File: config.mk
export PLATFORM = sky130hd
export DESIGN_NAME = hwpe_stream_tcdm_fifo_store_flat
export DESIGN_NICKNAME = d
export VERILOG_FILES = /design/src/rtl/hwpe_stream_tcdm_fifo_store_if.sv /design/src/rtl/hwpe_stream_tcdm_fifo_store.sv /design/src/flat_wrapper.sv
export SDC_FILE = /design/constraint.sdc
export NUM_CORES = 1
export LEC_CHECK = 0
export CAP_MARGIN = 20
export CORE_ASPECT_RATIO = 0.7
export CORE_MARGIN = 2
export CORE_UTILIZATION = 45
export CTS_BUF_LIST = sky130_fd_sc_hd__clkbuf_2 sky130_fd_sc_hd__clkbuf_4 sky130_fd_sc_hd__clkbuf_8
export DETAILED_ROUTE_END_ITERATION = 16
export HOLD_SLACK_MARGIN = 0.15
export PLACE_DENSITY = 0.7
export SYNTH_ARGS = -nofsm -noshare
export SYNTH_HDL_FRONTEND = slang
export SYNTH_SLANG_ARGS = --single-unit
File: constraint.sdc
create_clock -name clk_i -period 11.15 [get_ports clk_i]
set_clock_uncertainty 0.05 [all_clocks]
set_input_delay 3.345 -clock clk_i [delete_from_list [all_inputs] [get_ports clk_i]]
set_output_delay 3.345 -clock clk_i [all_outputs]
set_load 0.03 [all_outputs]
File: src/rtl/hwpe_stream_tcdm_fifo_store_if.sv
// Shared types and the TCDM port interface used by the store FIFO.
// On this port wen=1 marks a store request.
package hwpe_stream_package;

   typedef struct packed {
      logic       empty;
      logic       full;
      logic [7:0] push_pointer;
      logic [7:0] pop_pointer;
   } flags_fifo_t;

endpackage

interface hwpe_stream_intf_tcdm;

   logic        req;
   logic        gnt;
   logic [31:0] add;
   logic        wen;
   logic [3:0]  be;
   logic [31:0] data;
   logic [31:0] r_data;
   logic        r_valid;

   modport master (
      output req, add, wen, be, data,
      input  gnt, r_data, r_valid
   );

   modport slave (
      input  req, add, wen, be, data,
      output gnt, r_data, r_valid
   );

endinterface

File: src/rtl/hwpe_stream_tcdm_fifo_store.sv
// TCDM store decoupling buffer: grants streamer stores locally, replays them to the
// interconnect in order, and counts stores still waiting for a write response.
module hwpe_stream_fifo #(
   parameter int unsigned DATA_WIDTH = 68,
   parameter int unsigned FIFO_DEPTH = 8,
   parameter int unsigned LATCH_FIFO = 0
) (
   input  logic                  clk_i,
   input  logic                  rst_ni,
   input  logic                  clear_i,
   input  logic                  push_i,
   input  logic [DATA_WIDTH-1:0] push_data_i,
   input  logic                  pop_i,
   output logic [DATA_WIDTH-1:0] pop_data_o,
   output logic                  full_o,
   output logic                  empty_o
);

   localparam int unsigned PTR_W = $clog2(FIFO_DEPTH);
   localparam int unsigned CNT_W = $clog2(FIFO_DEPTH + 1);
   localparam logic [CNT_W-1:0] DEPTH_CNT = CNT_W'(FIFO_DEPTH);

   logic [PTR_W-1:0] wr_ptr_q, wr_ptr_d;
   logic [PTR_W-1:0] rd_ptr_q, rd_ptr_d;
   logic [CNT_W-1:0] count_q, count_d;
   logic             push_ok, pop_ok;

   assign full_o  = (count_q == DEPTH_CNT);
   assign empty_o = (count_q == '0);
   assign push_ok = push_i & ~full_o;
   assign pop_ok  = pop_i & ~empty_o;

   always_comb begin
      wr_ptr_d = wr_ptr_q;
      rd_ptr_d = rd_ptr_q;
      count_d  = count_q;
      if (clear_i) begin
         wr_ptr_d = '0;
         rd_ptr_d = '0;
         count_d  = '0;
      end else begin
         if (push_ok) wr_ptr_d = wr_ptr_q + PTR_W'(1);
         if (pop_ok)  rd_ptr_d = rd_ptr_q + PTR_W'(1);
         count_d = count_q + CNT_W'(push_ok) - CNT_W'(pop_ok);
      end
   end

   always_ff @(posedge clk_i or negedge rst_ni) begin
      if (!rst_ni) begin
         wr_ptr_q <= '0;
         rd_ptr_q <= '0;
         count_q  <= '0;
      end else begin
         wr_ptr_q <= wr_ptr_d;
         rd_ptr_q <= rd_ptr_d;
         count_q  <= count_d;
      end
   end

   if (LATCH_FIFO != 0) begin : gen_latch
      // Writes are staged in flops and land in the latches during the low clock phase.
      logic                  we_q, we_d;
      logic [PTR_W-1:0]      waddr_q, waddr_d;
      logic [DATA_WIDTH-1:0] wdata_q, wdata_d;
      logic [DATA_WIDTH-1:0] mem [FIFO_DEPTH];

      always_comb begin
         we_d    = push_ok & ~clear_i;
         waddr_d = wr_ptr_q;
         wdata_d = push_data_i;
      end

      always_ff @(posedge clk_i or negedge rst_ni) begin
         if (!rst_ni) begin
            we_q    <= 1'b0;
            waddr_q <= '0;
            wdata_q <= '0;
         end else begin
            we_q    <= we_d;
            waddr_q <= waddr_d;
            wdata_q <= wdata_d;
         end
      end

      always_latch begin
         for (int i = 0; i < int'(FIFO_DEPTH); i++) begin
            if (!clk_i && we_q && (waddr_q == PTR_W'(i))) mem[i] <= wdata_q;
         end
      end

      assign pop_data_o = mem[rd_ptr_q];
   end else begin : gen_ff
      logic [DATA_WIDTH-1:0] mem_q [FIFO_DEPTH];

      always_ff @(posedge clk_i) begin
         if (push_ok) mem_q[wr_ptr_q] <= push_data_i;
      end

      assign pop_data_o = mem_q[rd_ptr_q];
   end

endmodule

module hwpe_stream_tcdm_fifo_store
   import hwpe_stream_package::*;
#(
   parameter int unsigned FIFO_DEPTH      = 8,
   parameter int unsigned LATCH_FIFO      = 0,
   parameter int unsigned MAX_OUTSTANDING = 4
) (
   input  logic                        clk_i,
   input  logic                        rst_ni,
   input  logic                        clear_i,
   output flags_fifo_t                 flags_o,
   hwpe_stream_intf_tcdm.slave         tcdm_slave,
   hwpe_stream_intf_tcdm.master        tcdm_master
);

   localparam int unsigned OUT_W = $clog2(MAX_OUTSTANDING + 1);
   localparam logic [OUT_W-1:0] OUT_MAX = OUT_W'(MAX_OUTSTANDING);

   logic [OUT_W-1:0] outstanding_q, outstanding_d;
   logic             r_valid_q, r_valid_d;
   logic             fifo_full, fifo_empty;
   logic             push, pop, rsp;
   logic [67:0]      push_data, pop_data;
   logic             unused_r_data;

   // Grant depends only on local state so a master pop never opens a full buffer in the same cycle.
   assign tcdm_slave.gnt     = ~fifo_full & tcdm_slave.wen;
   assign tcdm_slave.r_data  = '0;
   assign tcdm_slave.r_valid = r_valid_q;
   assign push               = tcdm_slave.req & tcdm_slave.gnt;
   assign push_data          = {tcdm_slave.add, tcdm_slave.data, tcdm_slave.be};

   assign tcdm_master.req = ~fifo_empty & (outstanding_q < OUT_MAX);
   assign tcdm_master.wen = 1'b1;
   assign {tcdm_master.add, tcdm_master.data, tcdm_master.be} = pop_data;
   assign pop             = tcdm_master.req & tcdm_master.gnt;
   assign unused_r_data   = ^tcdm_master.r_data;

   hwpe_stream_fifo #(
      .DATA_WIDTH (68),
      .FIFO_DEPTH (FIFO_DEPTH),
      .LATCH_FIFO (LATCH_FIFO)
   ) i_store_fifo (
      .clk_i       (clk_i),
      .rst_ni      (rst_ni),
      .clear_i     (clear_i),
      .push_i      (push),
      .push_data_i (push_data),
      .pop_i       (pop),
      .pop_data_o  (pop_data),
      .full_o      (fifo_full),
      .empty_o     (fifo_empty)
   );

   // A response with nothing outstanding (e.g. one arriving after a clear) is dropped.
   always_comb begin
      rsp           = tcdm_master.r_valid & (outstanding_q != '0);
      outstanding_d = outstanding_q;
      r_valid_d     = push;
      if (clear_i) begin
         outstanding_d = '0;
         r_valid_d     = 1'b0;
      end else if (pop && !rsp) begin
         outstanding_d = outstanding_q + OUT_W'(1);
      end else if (rsp && !pop) begin
         outstanding_d = outstanding_q - OUT_W'(1);
      end
   end

   always_ff @(posedge clk_i or negedge rst_ni) begin
      if (!rst_ni) begin
         outstanding_q <= '0;
         r_valid_q     <= 1'b0;
      end else begin
         outstanding_q <= outstanding_d;
         r_valid_q     <= r_valid_d;
      end
   end

   always_comb begin
      flags_o       = '0;
      flags_o.empty = fifo_empty & (outstanding_q == '0);
      flags_o.full  = fifo_full;
   end

   a_store_only: assert property (@(posedge clk_i) disable iff (!rst_ni)
      tcdm_slave.req |-> tcdm_slave.wen)
      else $error("read request on store-only TCDM port is never granted");

endmodule

File: src/flat_wrapper.sv
// flat-port wrapper written by rule: the top's interface ports become plain ports
module hwpe_stream_tcdm_fifo_store_flat import hwpe_stream_package::*;
#(
   parameter int unsigned FIFO_DEPTH      = 8,
   parameter int unsigned LATCH_FIFO      = 0,
   parameter int unsigned MAX_OUTSTANDING = 4
)
  (clk_i, rst_ni, clear_i, flags_o, tcdm_slave_req, tcdm_slave_add, tcdm_slave_wen, tcdm_slave_be, tcdm_slave_data, tcdm_slave_gnt, tcdm_slave_r_data, tcdm_slave_r_valid, tcdm_master_req, tcdm_master_add, tcdm_master_wen, tcdm_master_be, tcdm_master_data, tcdm_master_gnt, tcdm_master_r_data, tcdm_master_r_valid);
  hwpe_stream_intf_tcdm tcdm_slave_i ();
  hwpe_stream_intf_tcdm tcdm_master_i ();
  input  logic clk_i;
  input  logic rst_ni;
  input  logic clear_i;
  output flags_fifo_t flags_o;
  input wire logic [$bits(tcdm_slave_i.req)-1:0] tcdm_slave_req;
  input wire logic [$bits(tcdm_slave_i.add)-1:0] tcdm_slave_add;
  input wire logic [$bits(tcdm_slave_i.wen)-1:0] tcdm_slave_wen;
  input wire logic [$bits(tcdm_slave_i.be)-1:0] tcdm_slave_be;
  input wire logic [$bits(tcdm_slave_i.data)-1:0] tcdm_slave_data;
  output wire logic [$bits(tcdm_slave_i.gnt)-1:0] tcdm_slave_gnt;
  output wire logic [$bits(tcdm_slave_i.r_data)-1:0] tcdm_slave_r_data;
  output wire logic [$bits(tcdm_slave_i.r_valid)-1:0] tcdm_slave_r_valid;
  output wire logic [$bits(tcdm_master_i.req)-1:0] tcdm_master_req;
  output wire logic [$bits(tcdm_master_i.add)-1:0] tcdm_master_add;
  output wire logic [$bits(tcdm_master_i.wen)-1:0] tcdm_master_wen;
  output wire logic [$bits(tcdm_master_i.be)-1:0] tcdm_master_be;
  output wire logic [$bits(tcdm_master_i.data)-1:0] tcdm_master_data;
  input wire logic [$bits(tcdm_master_i.gnt)-1:0] tcdm_master_gnt;
  input wire logic [$bits(tcdm_master_i.r_data)-1:0] tcdm_master_r_data;
  input wire logic [$bits(tcdm_master_i.r_valid)-1:0] tcdm_master_r_valid;
  assign tcdm_slave_i.req = tcdm_slave_req;
  assign tcdm_slave_i.add = tcdm_slave_add;
  assign tcdm_slave_i.wen = tcdm_slave_wen;
  assign tcdm_slave_i.be = tcdm_slave_be;
  assign tcdm_slave_i.data = tcdm_slave_data;
  assign tcdm_slave_gnt = tcdm_slave_i.gnt;
  assign tcdm_slave_r_data = tcdm_slave_i.r_data;
  assign tcdm_slave_r_valid = tcdm_slave_i.r_valid;
  assign tcdm_master_req = tcdm_master_i.req;
  assign tcdm_master_add = tcdm_master_i.add;
  assign tcdm_master_wen = tcdm_master_i.wen;
  assign tcdm_master_be = tcdm_master_i.be;
  assign tcdm_master_data = tcdm_master_i.data;
  assign tcdm_master_i.gnt = tcdm_master_gnt;
  assign tcdm_master_i.r_data = tcdm_master_r_data;
  assign tcdm_master_i.r_valid = tcdm_master_r_valid;
  hwpe_stream_tcdm_fifo_store #(.FIFO_DEPTH(FIFO_DEPTH), .LATCH_FIFO(LATCH_FIFO), .MAX_OUTSTANDING(MAX_OUTSTANDING)) u_core (.clk_i(clk_i), .rst_ni(rst_ni), .clear_i(clear_i), .flags_o(flags_o), .tcdm_slave(tcdm_slave_i), .tcdm_master(tcdm_master_i));
endmodule
==> reports/metrics.csv <==
stage,metric,value,unit
status,status,completed,
sta,period_minus_slack,8.08,ns
finish,drive_gt1_share,31.1,%
yosys,synth_common_cells,"544 x edfxtp_1, 136 x mux4_2, 70 x mux2_2",
yosys,postSynthCellCount,932,
yosys,ys_seq_area_share,76.9,%
detailed_routing,vias,9654,
detailed_routing,drc,0,
finish,nFillCells,3649,
global_routing,grt_pass1_vias,10169,
yosys,synth_top_area_share,75.3,%
global_routing,grt_overflow_total,0,
power,switching_share,26.8,%
power,power_density,205,mW/mm^2
yosys,synth_most_common_cell,edfxtp_1,
worst_setup_path,crit_fanout,3,
die,die-area,0.0500,sq mm
detailed_routing,first_iter_violations,694,
worst_setup_path,crit_type,in2out,
cts,post_cts_resized,0,
sta,tightest_slew,0.922,ns
power,pwr-share-seq,46.2,%
worst_setup_path,path_cells,"clkdlybuf4s50_1, and2_1, clkdlybuf4s50_1",
cts,cts_buffers,86,
cts,cts_root_buf,clkbuf_8,
die,io_pins,229,
yosys,async_reset_ff_share,2.51,%
sta,final_max_slew_viol_count,0,
yosys,yosys_warnings,0,
yosys,synth_seq_cells,558,
cts,cts_hold_buf,0,
yosys,syn_area,0.0217,sq mm
yosys,yosysUniqueCellTypes,37,
power,combPwrFrac,22.2,%
placement,portBuffers,147,
placement,hpwl,21400,um
power,power.leakage,8.04,nW
detailed_routing,drt-wirelength-per-cell,23.0,um
detailed_routing,via_per_inst,5.26,
global_routing,grt_pass1_wl,62600,um
sta,hold_viol,0,
finish,nNetsFinal,1265,
sta,relSlewSlack,38.6,%
global_routing,groute.usage.overall,17.0,%
worst_setup_path,cp.required,7.76,ns
worst_setup_path,cp_slowest_cell,clkdlybuf4s50_1,
die,die_h,188,um
global_routing,antenna_found_initial,2,
cts,cts.htree.levels,3,
die,start_util,45.5,%
worst_setup_path,end_kind,primary output,
die,core,0.0477,sq mm
global_routing,grt_max_degree,61,
worst_setup_path,cp.arrival,4.69,ns
worst_setup_path,crit_top_cell,clkdlybuf4s50_1,
detailed_routing,ant_nets,0,
power,pwr-share-clk,31.6,%
yosys,synth_area_leaders,"edfxtp_1 75%, mux4_2 14%, mux2_2 3.6%",
power,ir_drop,0.000112,V
cts,clock_latency,0.66,ns
finish,area_delta_synth_final,17.1,%
cts,cts_sinks,558,
sta,fin_tns_setup,0,ns
detailed_routing,drtPass1Iterations,7,
yosys,synth-edff-count,544,
sta,fin_crit_sh,72.5,%
worst_setup_path,slowest_delay,0.67,ns
sta,rsz0062_at_grt,false,
sta,clock.fmax,0.124,GHz
placement,place_area,0.0237,sq mm
cts,cts_setup_buffers,0,
cts,clockBufferDepth,3,
power,p_switching,0.00140,W
power,internal-power,0.00382,W
worst_setup_path,critical_path.top_delay_family,buffers and inverters,
yosys,ys.flop_type,edfxtp_1,
finish,final_area,0.0254,sq mm
placement,place.gp.congestion,0.697,
worst_setup_path,path_buf_inv,2,
worst_setup_path,cp-start-kind,input pin,
cts,cts.clk_slew.worst_paths,0.06,ns
sta,setup_violations,0,
yosys,synth.avg_cell_area,23.3,sq um
cts,cts_tree,done,
min_path,hold_path_class,reg2reg,
die,placementRows,67,
detailed_routing,wl,42200,um
yosys,yosys.area.top_type,edfxtp_1,
run,cap_violations,0,
die,die_w,266,um
## worst register-to-register path, cell delays in order (launching register included)
cell,delay (ns)
dfrtp_1,0.32
inv_1,0.06
ha_1,0.19
or3b_2,0.23
nand3_2,0.23
nor3_2,0.56
buf_4,0.55
buf_4,0.61
## layout by cell type, fill, tap and decap left out, types with 2 or more instances in the layout
| cell | instances |
|---|---|
| xnor2_1 | 4 |
| edfxtp_1 | 544 |
| dfrtp_1 | 11 |
| mux2i_1 | 2 |
| mux2_2 | 70 |
| clkinv_1 | 20 |
| mux4_2 | 136 |
| ha_1 | 8 |
| clkinvlp_4 | 5 |
| conb_1 | 49 |
| clkbuf_8 | 87 |
| nor3_2 | 4 |
| clkinv_2 | 11 |
| inv_1 | 8 |
| bufinv_16 | 3 |
| clkdlybuf4s50_1 | 147 |
| xor2_1 | 3 |
| nand2b_1 | 4 |
| nor3b_1 | 2 |
| buf_4 | 22 |
| nor2_1 | 15 |
| fa_1 | 2 |
| clkbuf_4 | 28 |
| nand2_1 | 2 |
| nor2b_1 | 3 |
| dfrtp_4 | 3 |
| and2_1 | 2 |
| nor2_4 | 3 |
## flip-flops by register name (all words and copies together), names as in the netlist
register and count:
u_core.outstanding_q 3, u_core.i_store_fifo.rd_ptr_q 3, u_core.i_store_fifo.count_q 4, u_core.i_store_fifo.gen_ff.mem_q 544, u_core.tcdm_slave.r_valid 1, u_core.i_store_fifo.wr_ptr_q 3
## cell families after synthesis
family	count (synthesis)	share of synthesized area, %
adders and majority gates	10	0.646
xor gates and xnor gates	7	0.283
and+or+nand+nor	44	1.09
muxes	208	17.8
AOI/OAI and AO/OA	6	0.173
buffers and inverters	97	3.03
DFF	558	76.9
other	2	0.0346
## routing by layer
metal | track usage [%] | vias to the layer above | routed length [um]
li1 | - | 4236 | -
met1 | 23.6 | 5117 | 18800
met2 | 26.7 | 237 | 20500
met3 | 4.67 | 62 | 2210
met4 | 4.97 | 2 | 659
met5 | 0 | - | 13
## stage by stage
step | util (%) | hold slack [ns] | cells | setup slack (ns) | power [W]
6_report | 53.3 | 0.626 | 1836 | 3.07 | 0.00521
5_1_grt | 53.3 | 0.653 | 1835 | 3.03 | 0.00544
4_1_cts | 53.2 | 0.630 | 1834 | 3.07 | 0.00529
3_5_place_dp | 49.7 | 0.609 | 1680 | 3.08 | 0.00362
3_3_place_gp | 49.7 | 0.590 | 1680 | 3.09 | 0.00361
2_1_floorplan | - | 0.527 | 979 | 0.479 | 0.00328
## path summary, 6_finish.rpt
kind	from	to	slack, ns	cells after the start
worst max-delay path	tcdm_slave_wen	tcdm_slave_gnt	3.07	3
worst min-delay path	u_core.i_store_fifo.wr_ptr_q[2]	u_core.i_store_fifo.wr_ptr_q[2]	0.63	2
worst max register to register	u_core.i_store_fifo.count_q[2]	u_core.i_store_fifo.gen_ff.mem_q[6][39]	7.94	7
worst min register to register	u_core.i_store_fifo.wr_ptr_q[2]	u_core.i_store_fifo.wr_ptr_q[2]	0.63	2
max in group asynchronous	rst_ni	u_core.i_store_fifo.rd_ptr_q[0]	7.49	1
min in group asynchronous	rst_ni	u_core.outstanding_q[1]	3.05	1
## layout make-up
class | instances | area [sq um] | share of cell area (%)
repair buffers | 170 | 1660 | 6.55
diodes | 1 | 2.50 | 0.00985
inverters | 8 | 30.0 | 0.118
clock buffers | 115 | 1410 | 5.54
flip-flops and latches | 558 | 16700 | 65.7
multi-input cells | 324 | 4580 | 18.0
clock inverters | 39 | 258 | 1.01
well taps | 621 | 777 | 3.06
## power by group through the flow
stage / combinational [W] / clock, W / sequential (W)
after CTS: 0.00117 / 0.00170 / 0.00241
after floorplan: 0.000851 / 0 / 0.00243
after detailed placement: 0.00117 / 0 / 0.00245
after global routing: 0.00123 / 0.00179 / 0.00242
final: 0.00116 / 0.00165 / 0.00241
after global placement: 0.00115 / 0 / 0.00245
Note: power is estimated with default switching activity, not from simulation.
